## src/rtl/core_types_pkg.sv

```systemverilog
// Shared core types: memory-port arbiter state and registered port bundle.
package core_types_pkg;

  localparam int unsigned CORE_ADDR_W = 32;
  localparam int unsigned CORE_DATA_W = 32;
  localparam int unsigned CORE_BE_W   = CORE_DATA_W / 8;

  typedef enum logic [1:0] {
    IDLE,
    GRANT_IF,
    GRANT_MEM
  } arb_state_t;

  typedef struct packed {
    logic                   en;
    logic                   we;
    logic [CORE_BE_W-1:0]   be;
    logic [CORE_ADDR_W-1:0] addr;
    logic [CORE_DATA_W-1:0] wdata;
  } arb_port_t;

  // Width of a counter that saturates at limit.
  function automatic int unsigned starve_cnt_w(int unsigned limit);
    return (limit < 1) ? 1 : $clog2(limit + 1);
  endfunction

endpackage

```

## src/rtl/mem_port_prio.sv

```systemverilog
// Combinational grant decision for the IF/MEM memory port arbiter.
// FAIR_ARB_EN adds a starvation override in favour of IF.
module mem_port_prio
  import core_types_pkg::*;
`ifdef FAIR_ARB_EN
#(
  parameter int unsigned STARVE_LIMIT = 4,
  localparam int unsigned CNT_W = starve_cnt_w(STARVE_LIMIT)
)
`endif
(
  input  logic             if_req,
  input  logic             mem_req,
`ifdef FAIR_ARB_EN
  input  logic [CNT_W-1:0] starve_cnt,
`endif
  output logic             grant_if,
  output logic             grant_mem
);

  always_comb begin
    grant_mem = mem_req;
    grant_if  = if_req & ~mem_req;
`ifdef FAIR_ARB_EN
    // A starved fetch takes the port even against a pending load/store.
    if (if_req && mem_req && (starve_cnt == CNT_W'(STARVE_LIMIT))) begin
      grant_if  = 1'b1;
      grant_mem = 1'b0;
    end
`endif
  end

endmodule

```

## src/rtl/mem_port_arbiter.sv

```systemverilog
// Shares one single-port memory between IF and MEM stages via request/ack.
// Build option FAIR_ARB_EN: IF is forced through after STARVE_LIMIT losses.
module mem_port_arbiter
  import core_types_pkg::*;
#(
  parameter int unsigned ADDR_W = CORE_ADDR_W,
  parameter int unsigned DATA_W = CORE_DATA_W
`ifdef FAIR_ARB_EN
  ,
  parameter int unsigned STARVE_LIMIT = 4
`endif
) (
  input  logic                Clock,
  input  logic                nReset,
  input  logic                if_req,
  input  logic [ADDR_W-1:0]   if_addr,
  output logic [DATA_W-1:0]   if_rdata,
  output logic                if_ack,
  input  logic                mem_req,
  input  logic                mem_we,
  input  logic [DATA_W/8-1:0] mem_be,
  input  logic [ADDR_W-1:0]   mem_addr,
  input  logic [DATA_W-1:0]   mem_wdata,
  output logic [DATA_W-1:0]   mem_rdata,
  output logic                mem_ack,
  output logic                stall_if,
  output logic                stall_mem,
  output logic                port_en,
  output logic                port_we,
  output logic [DATA_W/8-1:0] port_be,
  output logic [ADDR_W-1:0]   port_addr,
  output logic [DATA_W-1:0]   port_wdata,
  input  logic [DATA_W-1:0]   port_rdata,
  input  logic                port_ready
);

  arb_state_t state;
  arb_port_t  port_q;
  logic       grant_if;
  logic       grant_mem;

`ifdef FAIR_ARB_EN
  localparam int unsigned CNT_W = starve_cnt_w(STARVE_LIMIT);
  logic [CNT_W-1:0] starve_cnt;

  mem_port_prio #(
    .STARVE_LIMIT(STARVE_LIMIT)
  ) u_prio (
    .if_req     (if_req),
    .mem_req    (mem_req),
    .starve_cnt (starve_cnt),
    .grant_if   (grant_if),
    .grant_mem  (grant_mem)
  );
`else
  mem_port_prio u_prio (
    .if_req    (if_req),
    .mem_req   (mem_req),
    .grant_if  (grant_if),
    .grant_mem (grant_mem)
  );
`endif

  always_ff @(posedge Clock or negedge nReset) begin
    if (!nReset) begin
      state     <= IDLE;
      port_q    <= '0;
      if_rdata  <= '0;
      mem_rdata <= '0;
      if_ack    <= 1'b0;
      mem_ack   <= 1'b0;
`ifdef FAIR_ARB_EN
      starve_cnt <= '0;
`endif
    end else begin
      if_ack  <= 1'b0;
      mem_ack <= 1'b0;
      unique case (state)
        IDLE: begin
          if (grant_mem) begin
            state        <= GRANT_MEM;
            port_q.en    <= 1'b1;
            port_q.we    <= mem_we;
            port_q.be    <= mem_we ? mem_be : '1;
            port_q.addr  <= mem_addr;
            port_q.wdata <= mem_wdata;
          end else if (grant_if) begin
            state        <= GRANT_IF;
            port_q.en    <= 1'b1;
            port_q.we    <= 1'b0;
            port_q.be    <= '1;
            port_q.addr  <= if_addr;
            port_q.wdata <= '0;
          end
`ifdef FAIR_ARB_EN
          if (grant_if)
            starve_cnt <= '0;
          else if (grant_mem && if_req && (starve_cnt != CNT_W'(STARVE_LIMIT)))
            starve_cnt <= starve_cnt + 1'b1;
`endif
        end
        GRANT_IF: begin
          if (port_ready) begin
            state     <= IDLE;
            port_q.en <= 1'b0;
            if_rdata  <= port_rdata;
            if_ack    <= 1'b1;
          end
        end
        GRANT_MEM: begin
          if (port_ready) begin
            state     <= IDLE;
            port_q.en <= 1'b0;
            if (!port_q.we)
              mem_rdata <= port_rdata;
            mem_ack   <= 1'b1;
          end
        end
        default: state <= IDLE;
      endcase
    end
  end

  assign port_en    = port_q.en;
  assign port_we    = port_q.we;
  assign port_be    = port_q.be;
  assign port_addr  = port_q.addr;
  assign port_wdata = port_q.wdata;

  assign stall_if  = if_req & ~if_ack;
  assign stall_mem = mem_req & ~mem_ack;

endmodule

```

## config.mk

```make
export PLATFORM = sky130hd
export DESIGN_NAME = mem_port_arbiter
export DESIGN_NICKNAME = d
export VERILOG_FILES = /design/src/rtl/core_types_pkg.sv /design/src/rtl/mem_port_prio.sv /design/src/rtl/mem_port_arbiter.sv
export SDC_FILE = /design/constraint.sdc
export NUM_CORES = 1
export LEC_CHECK = 0
export CAP_MARGIN = 20
export CORE_MARGIN = 3
export CORE_UTILIZATION = 41
export CTS_BUF_LIST = sky130_fd_sc_hd__clkbuf_8
export DETAILED_ROUTE_END_ITERATION = 10
export PLACE_DENSITY = 0.82
export SYNTH_ARGS = -nofsm -noshare
export SYNTH_HDL_FRONTEND = slang
export SYNTH_SLANG_ARGS = --single-unit
```

## constraint.sdc

```tcl
create_clock -name Clock -period 1.94 [get_ports Clock]
set_input_delay 0.388 -clock Clock [delete_from_list [all_inputs] [get_ports Clock]]
set_output_delay 0.388 -clock Clock [all_outputs]
set_load 0.01 [all_outputs]
```

==> results.py, run 1 <==
metrics = {
    "job": {
        "cap_violations": 0,
    },
    "worst_setup_path": {
        "cp_num_buf_inv": 1,
        "startpoint_type": "register",
        "cp-startpoint": "mem_ack",
        "cpMaxStageDelayCell": "clkdlybuf4s50_1",
        "reg2reg_from": "state[1]",
        "required_ps": 1550,
        "cpPeakStageDelay_ps": 570,
        "worstSetupEndpointType": "output port",
        "cp_cell_sequence": "clkdlybuf4s50_1",
        "crit_family": "buffers and inverters",
        "crit_path_max_fanout": 2,
        "critPathArrivalTime_ps": 1440,
        "worstSetupPathType": "register to output port",
    },
    "power": {
        "cellPowerDensity_nw_per_um2": 1590,
        "p_sw_mw": 4.61,
        "p_leak_nw": 3.85,
        "seq_power_share": 0.356,
        "pwr-share-clk": 0.166,
        "swShare": 0.326,
        "p_int_mw": 9.53,
        "max-vdd-ir-drop_v": 0.00104,
        "power_frac_comb": 0.478,
    },
    "min_path": {
        "hp-class": "input pin to async pin",
    },
    "route": {
        "wl_mm": 16.6,
        "drtAntennaViolNets": 0,
        "via_count": 4332,
        "drt_first_pass_iters": 4,
        "drc_errors": 0,
        "via_per_inst": 5.01,
        "wire_per_inst_um": 19.2,
        "first_iter_violations": 137,
    },
    "clock_tree": {
        "cts_num_sinks": 138,
        "cts-buffers-inserted": 17,
        "cts_root_buf": "clkbuf_8",
        "insertion_delay_ps": 450,
        "htree_levels": 4,
        "path_clk_slew_ps": 80,
        "cts_tree": "built",
        "clk_path_buf_depth": 2,
        "post_cts_buffers": 0,
    },
    "logic_synthesis": {
        "yosys.area_share.simple": 0.0586,
        "synth-async-reset-ratio": 1.00,
        "synthMuxAreaShare": 0.152,
        "synth_cell_types": 22,
        "synth_area_leaders": "dfrtp_1, mux2_4, mux2_2, a22o_1, o32ai_1",
        "syn-num-nets": 537,
        "synth_top_family_by_area": "multiplexers",
        "postSynthAreaPerCell_um2": 13.8,
        "synthXorXnorAreaFrac": 0,
        "synth_fa_ha_area_frac": 0.00686,
        "synthCells": 396,
        "yosys_warnings": 0,
        "synth_compound_area_frac": 0.118,
        "yosys.area.top_type": "dfrtp_1",
        "netlist.area_leader.share": 0.632,
        "synthesis.area_um2": 5470,
        "synth_edf_count": 0,
        "synth_flop_cell": "dfrtp_1",
        "ys_ff_latch": 138,
        "ys_seq_area_frac": 0.632,
    },
    "layout": {
        "drive_gt1_frac": 0.163,
        "antennaDiodeCount": 0,
        "layout_commonest_cell": "clkdlybuf4s50_1",
        "fin_util": 0.695,
        "layout.cells.most_common_list": "clkdlybuf4s50_1, dfrtp_1, nor2_1, mux2_2, a22o_1",
        "fin_area_um2": 8910,
        "area_delta_synth_final_pct": 63.0,
        "fin_nets": 821,
    },
    "sta": {
        "maxSlewHeadroom": 0.700,
        "worst_slew_pin_slew_ps": 450,
        "timing.fmax_ghz": 0.546,
        "drv_slew": 0,
        "setup_viol": 0,
        "fin_worst_skew_ps": 10.1,
        "timing.setup.tns_ps": 0,
        "finalCriticalPeriod_ps": 1830,
        "hold_violations": 0,
        "whs_ps": 457,
        "fin_crit_sh": 0.944,
        "rsz0062_at_grt": "false",
    },
    "global_route": {
        "use_met3": 0.0704,
        "first_global_vias": 4553,
        "grtUsageTotal": 0.224,
        "use_met1": 0.261,
        "grt_antenna_before_repair": 0,
        "grt_pass1_wl_mm": 25.1,
        "grt_start_max_net_pins": 48,
        "use_met2": 0.390,
        "grt-busiest-layer": "met2",
        "grt_overflow": 0,
    },
    "place": {
        "portBuffers": 275,
        "routabilityCongestion": 0.813,
        "placed_area_um2": 8510,
        "post-dp-hpwl_mm": 12.2,
    },
    "die": {
        "die_x_um": 121,
        "ios": 276,
        "die_area_um2": 14800,
        "design.core.area_um2": 12800,
        "dieHeight_um": 121,
        "fp-row-count": 41,
        "initial_core_util": 0.426,
    },
    "outcome": {
        "status": "completed",
    },
}
layer usage:
| layer | routed length (um) | vias to the layer above |
|---|---|---|
| met5 | 0 | - |
| li1 | - | 1994 |
| met2 | 8930 | 152 |
| met3 | 965 | 28 |
| met1 | 6400 | 2158 |
| met4 | 329 | 0 |
flip-flops by register name, summed over array words and instances (netlist names):
name        count
mem_ack         1
port_addr      32
if_ack          1
if_rdata       32
port_en         1
mem_rdata      32
port_be         4
port_we         1
port_wdata     32
state           2
through the flow:
stage | power (mW) | setup WS [ps] | std cells
after floorplan | 7.89 | 447 | 396
after global placement | 11.6 | -57.0 | 832
after detailed placement | 11.9 | -50.4 | 832
after CTS | 14.3 | 80.2 | 864
after global routing | 14.9 | 46.7 | 864
final | 14.1 | 108 | 864
timing repair:
item	4_1_cts	5_1_grt
setup endpoints to repair	2	0
endpoints found under the hold margin	44	0
hold buffers	1	0
resized for setup	2	0
cell usage after synthesis (all sizes together), types with 2 or more instances:
cell type / n
a21oi: 3
a22o: 32
and2: 2
buf: 22
clkbuf: 6
dfrtp: 138
ha: 3
inv: 6
mux2: 64
nand2: 8
nand2b: 4
nor2: 66
o22a: 4
o22ai: 2
o32ai: 31
final cells by class:
type	count	area, um^2
fillers	932	3910
flip-flops and latches	138	3450
repair buffers	293	2990
multi-input cells	224	1840
clock buffers	17	234
well taps	172	215
clock inverters	14	158
inverters	6	22.5
cells by family after synthesis:
group | after synthesis
buffers and inverters | 34
multiplexers | 64
AO/OA/AOI/OAI | 76
AND/OR/NAND/NOR | 81
flip-flops | 138
adder cells (fa/ha/maj) | 3
final timing paths:
kind                            endpoint  slack (ps)  cells past startpoint
setup / recovery                 mem_ack         110                      1
hold / removal              if_rdata[10]         460                      2
setup reg to reg           port_addr[12]         290                      6
hold reg to reg            port_addr[16]         500                      2
max in group asynchronous  port_wdata[7]         890                      3
min in group Clock         port_addr[16]         500                      2
power groups by stage:
stage / combinational (mW) / sequential [mW] / clock (mW)
floorplan: 2.29 / 5.61 / 0
global placement: 6.65 / 4.97 / 0
detailed placement: 6.79 / 5.07 / 0
CTS: 6.84 / 5.04 / 2.39
global route: 7.16 / 5.18 / 2.52
finish: 6.75 / 5.04 / 2.35
No activity file was read; power rests on OpenSTA's default activity.
==> run 2, diff against run 1 <==
--- a/config.mk
+++ b/config.mk
@@ -7,10 +7,10 @@
 export LEC_CHECK = 0
 export CAP_MARGIN = 20
 export CORE_MARGIN = 3
-export CORE_UTILIZATION = 41
+export CORE_UTILIZATION = 37
 export CTS_BUF_LIST = sky130_fd_sc_hd__clkbuf_8
 export DETAILED_ROUTE_END_ITERATION = 10
-export PLACE_DENSITY = 0.82
+export PLACE_DENSITY = 0.78
 export SYNTH_ARGS = -nofsm -noshare
 export SYNTH_HDL_FRONTEND = slang
 export SYNTH_SLANG_ARGS = --single-unit
==> constraint.sdc (replaced) <==
create_clock -name Clock -period 1.47 [get_ports Clock]
set_input_delay 0.294 -clock Clock [delete_from_list [all_inputs] [get_ports Clock]]
set_output_delay 0.294 -clock Clock [all_outputs]
set_load 0.01 [all_outputs]
==> results.py, run 2 (synthesis results as in run 1) <==
metrics = {
    "outcome": {
        "status": "complete, but fails checks",
        "violations": "setup timing",
    },
    "sta": {
        "timing.fmax_ghz": 0.657,
        "fin_ws_ps": -51.7,
        "setup_viol": 32,
        "fin_worst_skew_ps": 10.1,
        "drv_slew": 0,
        "worst_slew_pin_slew_ps": 509,
        "maxSlewHeadroom": 0.661,
        "finalCriticalPeriod_ps": 1520,
        "hold_violations": 0,
        "rsz0062_at_grt": "true",
        "fin_crit_sh": 1.04,
    },
    "worst_setup_path": {
        "startpoint_type": "register",
        "required_ps": 1800,
        "critPathArrivalTime_ps": 1850,
        "worstSetupEndpointType": "register",
        "worstSetupPathType": "register to register",
        "crit_path_max_fanout": 6,
    },
    "layout": {
        "fill_cells": 1006,
        "fin_nets": 849,
        "antennaDiodeCount": 0,
        "drive_gt1_frac": 0.263,
        "layout_commonest_cell": "dfrtp_1",
        "area_delta_synth_final_pct": 74.4,
        "fin_util": 0.674,
        "layout.cells.most_common_list": "dfrtp_1, clkdlybuf4s50_1, dlygate4sd2_1, nor2_1, clkdlybuf4s15_1",
    },
    "route": {
        "drc_errors": 0,
        "wire_per_inst_um": 19.9,
        "via_per_inst": 5.09,
        "first_iter_violations": 168,
        "drt_first_pass_iters": 4,
        "drtAntennaViolNets": 0,
        "via_count": 4581,
        "wl_mm": 17.9,
    },
    "global_route": {
        "first_global_vias": 4832,
        "grt_pass1_wl_mm": 25.9,
        "grt_overflow": 0,
        "grtUsageTotal": 0.205,
        "grt_start_max_net_pins": 38,
        "grt_antenna_before_repair": 0,
    },
    "job": {
        "cap_violations": 0,
    },
    "die": {
        "die_x_um": 128,
        "fp-row-count": 43,
        "initial_core_util": 0.386,
        "die_area_um2": 16300,
        "ios": 276,
        "design.core.area_um2": 14100,
        "dieHeight_um": 128,
    },
    "place": {
        "post-dp-hpwl_mm": 12.0,
        "portBuffers": 275,
        "dpl_worst_slack_ps": -319,
        "routabilityCongestion": 0.819,
    },
    "clock_tree": {
        "htree_levels": 4,
        "cts_num_sinks": 138,
        "path_clk_slew_ps": 70,
        "cts_tree": "built",
        "cts_root_buf": "clkbuf_8",
        "insertion_delay_ps": 450,
        "cts-buffers-inserted": 17,
        "clk_path_buf_depth": 2,
    },
    "power": {
        "cellPowerDensity_nw_per_um2": 1970,
        "max-vdd-ir-drop_v": 0.00101,
        "p_leak_nw": 4.36,
        "total_power_mw": 18.8,
    },
    "min_path": {
        "hp-class": "input pin to async pin",
    },
}
run 2: worst max-delay path, cell delays in order (launching register included):
cell and delay [ps]:
dfrtp_1 410, ha_2 170, and2_4 140, nand2b_4 180
clkbuf_16 200, mux2_4 300
run 2: cell type report:
type / count / area, um^2 / share of cell area
flip-flops and latches: 138 / 3450 / 0.362
repair buffers: 321 / 3270 / 0.343
multi-input cells: 224 / 2160 / 0.227
clock buffers: 21 / 289 / 0.0303
well taps: 180 / 225 / 0.0236
clock inverters: 10 / 116 / 0.0122
inverters: 6 / 22.5 / 0.00236
run 2: final timing paths:
kind / start / endpoint / slack, ps / cells after the start
min in group Clock: mem_addr[10] / port_addr[10] / 440 / 3
worst min-delay path: nReset / mem_rdata[12] / 330 / 2
max in group asynchronous: nReset / port_addr[29] / 600 / 3
worst max register to register: state[1] / mem_rdata[9] / -50 / 5
worst max-delay path: state[1] / mem_rdata[9] / -50 / 5
worst min register to register: port_wdata[14] / port_wdata[14] / 500 / 1
run 2: power breakdown:
part,leakage [nW],internal [mW],switching (mW)
Combinational,2.51,5.06,4.01
Clock,0.210,1.68,1.44
Sequential,1.64,5.60,1.03
run 2: timing repair:
action | CTS | global route
pin swaps | 0 | 5
endpoints found under the setup margin | 242 | 172
gates resized for setup | 168 | 94
hold endpoints to repair | 32 | 0
setup buffers | 0 | 11
gates cloned | 1 | 10
hold buffers | 1 | 0
run 2: metrics by stage:
step	instance area (um^2)	hold slack [ps]	cells	TNS, ps
2_1_floorplan	5480	-1.59	396	-768
3_3_place_gp	8580	222	846	-23430
3_5_place_dp	8580	224	846	-27080
4_1_cts	8980	314	879	-1820
5_1_grt	9540	341	900	-5310
6_report	9540	327	900	-889
run 2: metal layers:
layer | GRT usage | routed length [um]
met4 | 0.0896 | 466
met1 | 0.236 | 6710
met3 | 0.0711 | 1530
met2 | 0.348 | 9180
met5 | 0 | 0
